--- src/rtl/rr_grant_sched.sv ---
// ============================================================================
//  rr_grant_sched : round-robin owner for a shared engine, hold timeout + gap
//  Rev 1.0
// ============================================================================
`timescale 1ns/1ps
`default_nettype none

module rr_grant_sched #(
   parameter int N        = 4,
   parameter int MAX_HOLD = 8,
   parameter int IDW      = $clog2(N),
   parameter int CW       = $clog2(MAX_HOLD + 1)
) (
   input  logic           clk,
   input  logic           rst,
   input  logic [N-1:0]   req_i,
   input  logic           release_i,
   output logic [N-1:0]   grant_o,
   output logic [IDW-1:0] grant_id_o,
   output logic           busy_o,
   output logic           timeout_o
);

   typedef enum logic [1:0] {
      S_IDLE   = 2'd0,
      S_ACTIVE = 2'd1,
      S_GAP    = 2'd2
   } state_t;

   state_t         state_q,      state_d;
   logic [N-1:0]   grant_q,      grant_d;
   logic [IDW-1:0] grant_id_q,   grant_id_d;
   logic [IDW-1:0] last_owner_q, last_owner_d;
   logic [CW-1:0]  hold_cnt_q,   hold_cnt_d;
   logic           timeout_q,    timeout_d;

   logic [IDW-1:0] sel_id;
   logic           sel_found;
   logic [IDW-1:0] scan_idx;
   logic           owner_req;
   logic           at_limit;

   // Scan starts just past the previous owner so it gets lowest priority.
   always_comb begin
      sel_id    = '0;
      sel_found = 1'b0;
      scan_idx  = '0;
      for (int k = 1; k <= N; k++) begin
         scan_idx = IDW'((int'(last_owner_q) + k) % N);
         if (!sel_found && req_i[scan_idx]) begin
            sel_id    = scan_idx;
            sel_found = 1'b1;
         end
      end
   end

   assign owner_req = req_i[grant_id_q];
   assign at_limit  = (hold_cnt_q == CW'(MAX_HOLD));

   always_comb begin
      state_d      = state_q;
      grant_d      = grant_q;
      grant_id_d   = grant_id_q;
      last_owner_d = last_owner_q;
      hold_cnt_d   = hold_cnt_q;
      timeout_d    = 1'b0;
      case (state_q)
         S_IDLE: begin
            if (sel_found) begin
               state_d    = S_ACTIVE;
               grant_d    = {{(N-1){1'b0}}, 1'b1} << sel_id;
               grant_id_d = sel_id;
               hold_cnt_d = CW'(1);
            end
         end
         S_ACTIVE: begin
            if (release_i || !owner_req || at_limit) begin
               state_d      = S_GAP;
               grant_d      = '0;
               last_owner_d = grant_id_q;
               hold_cnt_d   = '0;
               // A voluntary end on the last allowed cycle is not a timeout.
               timeout_d    = at_limit && !release_i && owner_req;
            end else begin
               hold_cnt_d = hold_cnt_q + CW'(1);
            end
         end
         S_GAP: begin
            state_d = S_IDLE;
         end
         default: begin
            state_d = S_IDLE;
            grant_d = '0;
         end
      endcase
   end

   always_ff @(posedge clk or posedge rst) begin
      if (rst) begin
         state_q      <= S_IDLE;
         grant_q      <= '0;
         grant_id_q   <= '0;
         last_owner_q <= IDW'(N - 1);
         hold_cnt_q   <= '0;
         timeout_q    <= 1'b0;
      end else begin
         state_q      <= state_d;
         grant_q      <= grant_d;
         grant_id_q   <= grant_id_d;
         last_owner_q <= last_owner_d;
         hold_cnt_q   <= hold_cnt_d;
         timeout_q    <= timeout_d;
      end
   end

   assign grant_o    = grant_q;
   assign grant_id_o = grant_id_q;
   assign busy_o     = (state_q != S_IDLE);
   assign timeout_o  = timeout_q;

endmodule

`default_nettype wire

--- config.mk ---
export PLATFORM = sky130hd
export DESIGN_NAME = rr_grant_sched
export DESIGN_NICKNAME = d
export VERILOG_FILES = /design/src/rtl/rr_grant_sched.sv
export SDC_FILE = /design/constraint.sdc
export NUM_CORES = 1
export LEC_CHECK = 0
export BUFFER_PORTS_ARGS = -buffer_cell sky130_fd_sc_hd__buf_2
export CORE_MARGIN = 8
export CORE_UTILIZATION = 52
export DETAILED_ROUTE_END_ITERATION = 8
export PLACE_DENSITY_LB_ADDON = 0.2
export SKIP_CTS_REPAIR_TIMING = 1
export SYNTH_ARGS = -nofsm -noshare
export SYNTH_HDL_FRONTEND = slang
export SYNTH_SLANG_ARGS = --single-unit
--- constraint.sdc ---
create_clock -name clk -period 2.05 [get_ports clk]
set_clock_uncertainty 0.05 [all_clocks]
set_input_delay 0.41 -clock clk [delete_from_list [all_inputs] [get_ports clk]]
set_output_delay 0.41 -clock clk [all_outputs]
set_load 0.01 [all_outputs]
==> impl_metrics.csv, run 1 <==
group,metric,value,unit
outcome,status,"completed",
global_routing,grt_overflow,0,
clock_network,cts_num_sinks,15,
synth,syn_area,831,um^2
timing,tightest_slew,0.576,ns
clock_network,root_buffer,"clkbuf_4",
min_path,min_path_type,"in2async",
finish,fillerInstances,130,
pwr,leakagePower,0.490,nW
synth,ys_ff_latch,15,
synth,seq_area_frac_synth,45.5,%
synth,synth_top_area_share,39.2,%
synth,synth_edf_count,0,
floorplanning,core-area,1510,um^2
synth,syn_inst,84,
setup_path,worstReg2RegEnd,"hold_cnt_q[2]",
timing,final.setup.tns,0,ns
timing,slew_violations,0,
floorplanning,die_w,56.0,um
routing,drc,0,
routing,dr.first_iter.drc_count,9,
clock_network,cts_buffers,3,
setup_path,cp_max_fo,6,
finish,seq_area,378,um^2
setup_path,cp_data_required_time,2.22,ns
clock_network,path_clk_slew,0.09,ns
timing,whs,0.116,ns
routing,drt_wl_total,1.77,mm
finish,fin_nets,113,
routing,antenna_left,0,
finish,insertedDiodeCount,0,
setup_path,cp-start-kind,"flop",
synth,synth_flop_cell,"dfrtp_1",
setup_path,r2r_cells,4,
timing,finalCritPeriodShare,86.0,%
setup_path,critPathSlowestCell,"or4b_1",
synth,yosys_warnings,0,
synth,syn_avg_cell_area,9.89,um^2
place,place.gp.congestion,0.815,
finish,multi_input_area,423,um^2
finish,drive_gt1_share,24.3,%
synth,synth_area_leaders,"dfrtp_1 (39%), dfstp_2 (6.3%), mux2_1 (4.1%), nand2b_1 (3.8%), mux2i_1 (3.6%)",
finish,areaGrowthSynthToFinish,15.4,%
routing,wl_per_cell,14.8,um
clock_network,clock_latency,0.29,ns
pwr,power_density,1330,nW/um^2
global_routing,grt_usage,11.5,%
setup_path,path_cells,"or4b_1 -> o32a_2 -> or3b_1 -> o211ai_2",
setup_path,crit_end,"hold_cnt_q[2]",
pwr,ir_worst_vdd,700,uV
place,portBuffers,14,
synth,syn-num-nets,93,
clock_network,cts_tree,"done",
routing,vias,698,
setup_path,max_stage_delay,0.52,ns
synth,synth.most_common_cell,"dfrtp_1",
timing,slew_headroom,61.5,%
place,post-dp-hpwl,1.36,mm
setup_path,ff2ff_setup_slack,0.29,ns
setup_path,critPathLaunch,"grant_id_o[0]",
timing,hold_violations,0,
run,drv_cap,0,
global_routing,grt_first_pass_wirelength,3.00,mm
clock_network,htree_levels,1,
setup_path,criticalPathCategory,"reg2reg",
floorplanning,initial_utilization,55.1,%
setup_path,r2r-start,"grant_id_o[0]",
global_routing,grt_pass1_vias,673,
timing,fin_crit,1.76,ns
synth,synth_cell_types,36,
floorplanning,num_rows,14,
timing,rsz0062_at_grt,"false",
timing,final-setup-viol-count,0,
floorplanning,num_io_pins,15,
setup_path,arrival,1.93,ns
floorplanning,die-area,3130,um^2
global_routing,antenna_found_initial,0,
global_routing,grt_max_degree,16,
routing,via_per_inst,5.87,
timing,max_freq,0.567,GHz
floorplanning,die_h,56.0,um
synth,async_reset_ff_share,100,%
setup_path,crit_path_end_kind,"flop",
synth,yosys-top-cells-count,"dfrtp_1 (13), inv_1 (7), nand2_1 (6), nor2_1 (6), nand2b_1 (5)",
synth,yosys.area.top_type,"dfrtp_1",
routing,drt-pass1-iter-count,4,
clock_network,cts_buffer_depth,2,
-- placed cells by master (no fill, tap or decap), types with 2 or more instances in the layout --
cell / n
buf_2: 14
dfrtp_1: 13
inv_1: 7
nand2_1: 6
nor2_1: 6
nand2b_1: 5
or2_1: 4
a21oi_1: 4
mux2i_1: 3
mux2_1: 3
a22o_1: 3
clkbuf_4: 3
o22ai_1: 2
a21o_1: 2
ha_1: 2
dfstp_2: 2
buf_4: 2
-- flip-flops by register name (all words and copies together), names as in the netlist --
signal,cells
grant_id_o,2
last_owner_q,2
grant_o,4
timeout_o,1
state_q,2
hold_cnt_q,4
-- metal layers --
| layer | wire length (um) | track usage (%) | share of wire (%) | vias to the layer above |
|---|---|---|---|---|
| met4 | 21 | 4.12 | 1.2 | 0 |
| met2 | 803 | 18.1 | 45 | 22 |
| met3 | 81 | 3.42 | 4.6 | 3 |
| met5 | 0 | 0 | 0 | - |
| met1 | 860 | 14.4 | 49 | 335 |
| li1 | - | - | - | 338 |
-- cells by family (layout without fill, tap and decap cells) --
| logic type | Yosys count | after routing | synth area share (%) |
|---|---|---|---|
| AND/OR/NAND/NOR | 32 | 32 | 21.5 |
| buffers and inverters | 8 | 27 | 3.61 |
| AO/OA/AOI/OAI | 21 | 21 | 18.7 |
| adder cells (fa/ha/maj) | 2 | 2 | 3.01 |
| multiplexers | 6 | 6 | 7.68 |
| flip-flops | 15 | 15 | 45.5 |
-- metrics by stage --
stage / utilization [%] / worst slack (ns) / instances / area [um^2] / power (mW)
after global placement: 61.9 / 0.247 / 115 / 932 / 1.09
after global routing: 63.6 / 0.214 / 119 / 958 / 1.38
after floorplan: - / 0.331 / 84 / 831 / 0.915
after detailed placement: 61.9 / 0.212 / 115 / 932 / 1.11
after CTS: 63.6 / 0.270 / 119 / 958 / 1.28
final: 63.6 / 0.287 / 119 / 958 / 1.27
-- worst min path at each step --
stage / endpoint / depth (start not counted) / slack [ns] / from
2_1_floorplan: grant_id_o[0] / 1 / 0.26 / rst
3_3_place_gp: state_q[0] / 2 / 0.43 / rst
3_5_place_dp: grant_o[1] / 1 / 0.43 / grant_o[1]
4_1_cts: grant_o[2] / 2 / 0.13 / rst
5_1_grt: grant_id_o[1] / 2 / 0.15 / rst
6_report: grant_o[2] / 2 / 0.12 / rst
-- final cells by class --
class / instances / area share (%)
Timing Repair Buffer: 16 / 8.88
Inverter: 7 / 2.74
Tap cell: 16 / 2.09
Clock buffer: 4 / 2.74
Sequential cell: 15 / 39.4
Multi-Input combinational cell: 61 / 44.1
-- worst max-delay path, delay by kind of cell (launching register included) --
kind	cells	cell delay (ns)
AND/OR/NAND/NOR	2	0.90
AO/OA/AOI/OAI	2	0.31
flip-flops	1	0.43
-- power by group --
part	internal [mW]	leakage [nW]	switching, mW	total [mW]
registers	0.425	0.189	0.126	0.551
clock network	0.0756	0.0150	0.0962	0.172
logic	0.261	0.286	0.291	0.551
Power figures use the tool's default switching activity.
==> inputs of run 2 (changes only) <==
- CORE_ASPECT_RATIO: unset -> 0.8
- CORE_UTILIZATION: 52 -> 47
- clock period: 2.05 -> 1.5 ns (I/O delays scaled with it)
==> impl_metrics.csv, run 2 (synthesis results as in run 1) <==
group,metric,value,unit
setup_path,cp_data_required_time,1.66,ns
global_routing,grt_overflow,0,
pwr,p_comb_share,57.2,%
pwr,p_int,1.37,mW
pwr,switching_power,0.844,mW
min_path,min_path_type,"in2async",
finish,fin_nets,135,
pwr,leakagePower,0.612,nW
setup_path,cp_max_fo,4,
place,place_ws,-0.233,ns
pwr,switching_share,38.1,%
clock_network,clock_latency,0.28,ns
timing,final-setup-viol-count,14,
timing,hold_violations,0,
floorplanning,num_io_pins,15,
routing,drc,0,
global_routing,grt_usage,11.9,%
pwr,clkPwrFrac,10.6,%
clock_network,cts_num_sinks,15,
finish,drive_gt1_share,44.0,%
setup_path,ff2ff_setup_slack,-0.24,ns
finish,insertedDiodeCount,0,
place,place.gp.congestion,0.837,
clock_network,cts_buffer_depth,2,
floorplanning,die_w,63.0,um
floorplanning,die-area,3380,um^2
setup_path,worstReg2RegEnd,"hold_cnt_q[2]",
outcome,violations,"negative setup slack",
setup_path,cp-start-kind,"flop",
routing,wl_met3,82,um
global_routing,grt_pass1_vias,730,
routing,dr.first_iter.drc_count,19,
timing,rsz0062_at_grt,"true",
setup_path,path_cells,"or4b_4 -> o32a_4 -> or3b_1 -> o211ai_2",
finish,final_cell_mix,"buf_4 (22), dfrtp_1 (13), buf_2 (13)",
routing,top_layer_used,"met3",
timing,finalCritPeriodShare,116,%
place,post-dp-hpwl,1.59,mm
setup_path,crit_path_end_kind,"flop",
timing,tightest_slew,0.560,ns
setup_path,r2r-start,"grant_id_o[0]",
setup_path,max_stage_delay,0.52,ns
run,drv_cap,0,
outcome,status,"finished with violations",
pwr,power_density,1870,nW/um^2
routing,drt_wl_total,2.15,mm
timing,final.setup.tns,-2.05,ns
clock_network,path_clk_slew,0.09,ns
setup_path,cp.buffers_inverters,0,
finish,layout_commonest_cell,"buf_4",
routing,antenna_left,0,
timing,slew_headroom,62.6,%
clock_network,cts_tree,"done",
clock_network,cts_buffers,3,
floorplanning,num_rows,13,
setup_path,arrival,1.90,ns
setup_path,criticalPathCategory,"reg2reg",
global_routing,antenna_found_initial,0,
clock_network,htree_levels,1,
setup_path,cp_top_family,"simple AND/OR/NAND/NOR gates",
setup_path,crit_end,"hold_cnt_q[2]",
floorplanning,core-area,1640,um^2
pwr,ir_worst_vdd,1410,uV
finish,fin_util,72.1,%
routing,wl_met2,1.01,mm
pwr,seqPwrFrac,32.2,%
setup_path,critPathSlowestCell,"or4b_4",
setup_path,path_depth,4,
setup_path,r2r_cells,4,
setup_path,critPathLaunch,"grant_id_o[0]",
timing,max_freq,0.576,GHz
finish,areaGrowthSynthToFinish,42.6,%
floorplanning,initial_utilization,50.6,%
place,portBuffers,14,
routing,m1WireLength,1.06,mm
routing,drt-pass1-iter-count,4,
routing,vias,772,
routing,via_per_inst,5.25,
clock_network,root_buffer,"clkbuf_4",
routing,wl_per_cell,14.6,um
timing,fin_crit,1.74,ns
floorplanning,die_h,53.6,um
global_routing,grt_first_pass_wirelength,3.20,mm
global_routing,grt_max_degree,16,
timing,finalWorstSetupSlack,-0.236,ns
timing,slew_violations,0,
[run 2: changes by cell type in the layout (fill, tap and decap cells not counted), moves of 2 or more]
cell and change:
or2_1 -2, buf_4 +20, or2_4 +2, buf_6 +3
[run 2: final cells by class]
cell class / count / area, um^2
fill: 120 / 458
sequential: 15 / 378
timing repair buffer: 38 / 264
multi-input combinational: 61 / 463
tap: 22 / 27.5
inverter: 7 / 26.3
clock buffer: 4 / 26.3
[run 2: worst min-delay path by stage]
stage	slack (ns)	from	end
2_1_floorplan	0.15	rst	grant_id_o[0]
3_3_place_gp	0.32	rst	hold_cnt_q[3]
3_5_place_dp	0.33	rst	grant_o[0]
4_1_cts	0.03	rst	grant_o[0]
5_1_grt	0.05	rst	state_q[1]
6_report	0.004	rst	state_q[1]
[run 2: worst register-to-register path, cell delays in order, from the launching register on]
cell and delay [ns]:
dfrtp_1 0.43, or4b_4 0.52, o32a_4 0.22, or3b_1 0.37, o211ai_2 0.08
[run 2: power by group through the flow]
stage / registers, mW / logic [mW] / clock network (mW)
after global placement: 0.702 / 1.10 / 0
final: 0.713 / 1.27 / 0.234
after floorplan: 0.731 / 0.546 / 0
after detailed placement: 0.710 / 1.12 / 0
after global routing: 0.739 / 1.37 / 0.261
after CTS: 0.703 / 1.13 / 0.234
[run 2: metal layers]
layer,GRT usage (%),vias to the layer above
li1,-,385
met1,16.6,375
met2,17.7,12
met3,3.31,0
met4,3.40,0
met5,0,-
[run 2: stage by stage]
step | hold slack, ns | total power, mW | instances | area [um^2]
floorplan | 0.150 | 1.28 | 84 | 848
global placement | 0.324 | 1.81 | 141 | 1110
detailed placement | 0.331 | 1.83 | 141 | 1110
CTS | 0.0264 | 2.07 | 145 | 1130
global route | 0.0501 | 2.37 | 147 | 1180
finish | 0.00364 | 2.21 | 147 | 1180
==> inputs of run 3 (changes only) <==
- CORE_UTILIZATION: 47 -> 40
==> impl_metrics.csv, run 3 (synthesis results as in run 1) <==
group,metric,value,unit
floorplanning,core-area,1930,um^2
place,portBuffers,14,
place,place_ws,-0.268,ns
timing,max_freq,0.587,GHz
global_routing,grt_usage,11.6,%
setup_path,crit_path_end_kind,"flop",
global_routing,globalRouteMet3Util,4.95,%
global_routing,top_usage_layer,"met2",
timing,finalCritPeriodShare,114,%
setup_path,criticalPathCategory,"reg2reg",
routing,wl_per_cell,13.8,um
global_routing,grt_first_pass_wirelength,3.37,mm
pwr,total_power,2.25,mW
clock_network,cts_buffer_depth,2,
routing,drc,0,
setup_path,arrival,1.89,ns
setup_path,worstReg2RegEnd,"hold_cnt_q[2]",
floorplanning,num_io_pins,15,
clock_network,htree_levels,1,
routing,drt_wl_total,2.06,mm
finish,layout_commonest_cell,"buf_4",
floorplanning,die-area,3800,um^2
timing,slew_headroom,62.0,%
finish,instances_no_fill,149,
pwr,power_density,1880,nW/um^2
floorplanning,die_h,56.8,um
global_routing,antenna_found_initial,0,
timing,slew_violations,0,
outcome,violations,"negative hold slack, negative setup slack",
floorplanning,initial_utilization,43.1,%
finish,areaGrowthSynthToFinish,44.1,%
timing,hold_violations,13,
global_routing,use_met2,17.7,%
global_routing,grt_max_degree,16,
finish,final_cell_mix,"buf_4 (21), dfrtp_1 (13), buf_2 (13)",
routing,antenna_left,0,
setup_path,cp-start-kind,"flop",
setup_path,r2r_cells,4,
finish,drive_gt1_share,44.8,%
clock_network,root_buffer,"clkbuf_4",
routing,vias,752,
finish,insertedDiodeCount,0,
place,place_inst,143,
clock_network,cts_tree,"done",
place,place.gp.congestion,0.827,
outcome,status,"finished with violations",
timing,final-setup-viol-count,11,
timing,fin_crit,1.70,ns
clock_network,cts_buffers,3,
pwr,leakagePower,0.617,nW
timing,whs,-0.0166,ns
global_routing,grt_pass1_vias,776,
routing,dr.first_iter.drc_count,11,
clock_network,cts_num_sinks,15,
setup_path,ff2ff_setup_slack,-0.20,ns
timing,rsz0062_at_grt,"true",
finish,fin_nets,135,
global_routing,grt_use_met1,13.6,%
clock_network,clock_latency,0.30,ns
setup_path,cp_data_required_time,1.68,ns
timing,finalWorstSetupSlack,-0.204,ns
routing,via_per_inst,5.05,
setup_path,r2r-start,"grant_id_o[0]",
routing,drt-pass1-iter-count,4,
timing,tightest_slew,0.569,ns
run,drv_cap,0,
global_routing,grt_overflow,0,
pwr,ir_worst_vdd,1010,uV
place,post-dp-hpwl,1.57,mm
floorplanning,die_w,67.0,um
floorplanning,num_rows,14,
min_path,min_path_type,"in2async",
clock_network,path_clk_slew,0.10,ns
setup_path,cp_max_fo,4,
## run 3: metal layers
layer | vias to the layer above | routed length (um)
li1 | 380 | -
met1 | 351 | 959
met2 | 16 | 949
met3 | 5 | 111
met4 | 0 | 38
met5 | - | 0
## run 3: where the power goes
| part | internal [mW] | switching [mW] |
|---|---|---|
| registers | 0.579 | 0.122 |
| logic | 0.728 | 0.573 |
| clock network | 0.0995 | 0.147 |
| total | 1.41 | 0.842 |
## run 3: per-stage QoR
stage | hold WS (ns) | area (um^2) | utilization (%) | setup TNS [ns]
2_1_floorplan | 0.150 | 848 | - | -0.759
3_3_place_gp | 0.335 | 1110 | 57.5 | -1.26
3_5_place_dp | 0.339 | 1110 | 57.5 | -1.65
4_1_cts | 0.0131 | 1140 | 59.0 | -1.66
5_1_grt | 0.0473 | 1200 | 62.1 | -1.93
6_report | -0.0166 | 1200 | 62.1 | -1.22
## run 3: worst max-delay path: stages (launching register included)
cell	delay (ns)
dfrtp_1	0.40
or4b_4	0.52
o32a_4	0.22
or3b_1	0.37
o211ai_2	0.08
## run 3: how the worst max path moves through the flow
stage | from | to | slack [ns] | depth (start not counted)
after CTS | grant_id_o[0] | hold_cnt_q[2] | -0.24 | 4
after global routing | grant_id_o[0] | hold_cnt_q[2] | -0.24 | 4
after global placement | release_i | hold_cnt_q[2] | -0.22 | 5
after detailed placement | release_i | hold_cnt_q[2] | -0.27 | 5
final | grant_id_o[0] | hold_cnt_q[2] | -0.20 | 4
after floorplan | grant_id_o[0] | hold_cnt_q[2] | -0.21 | 4
## run 3: layout make-up
cell class	count	area, um^2
inverters	7	26.3
repair buffers	38	268
clock inverters	1	5.00
fillers	179	729
multi-input cells	61	468
flip-flops and latches	15	378
clock buffers	3	22.5
well taps	24	30.0
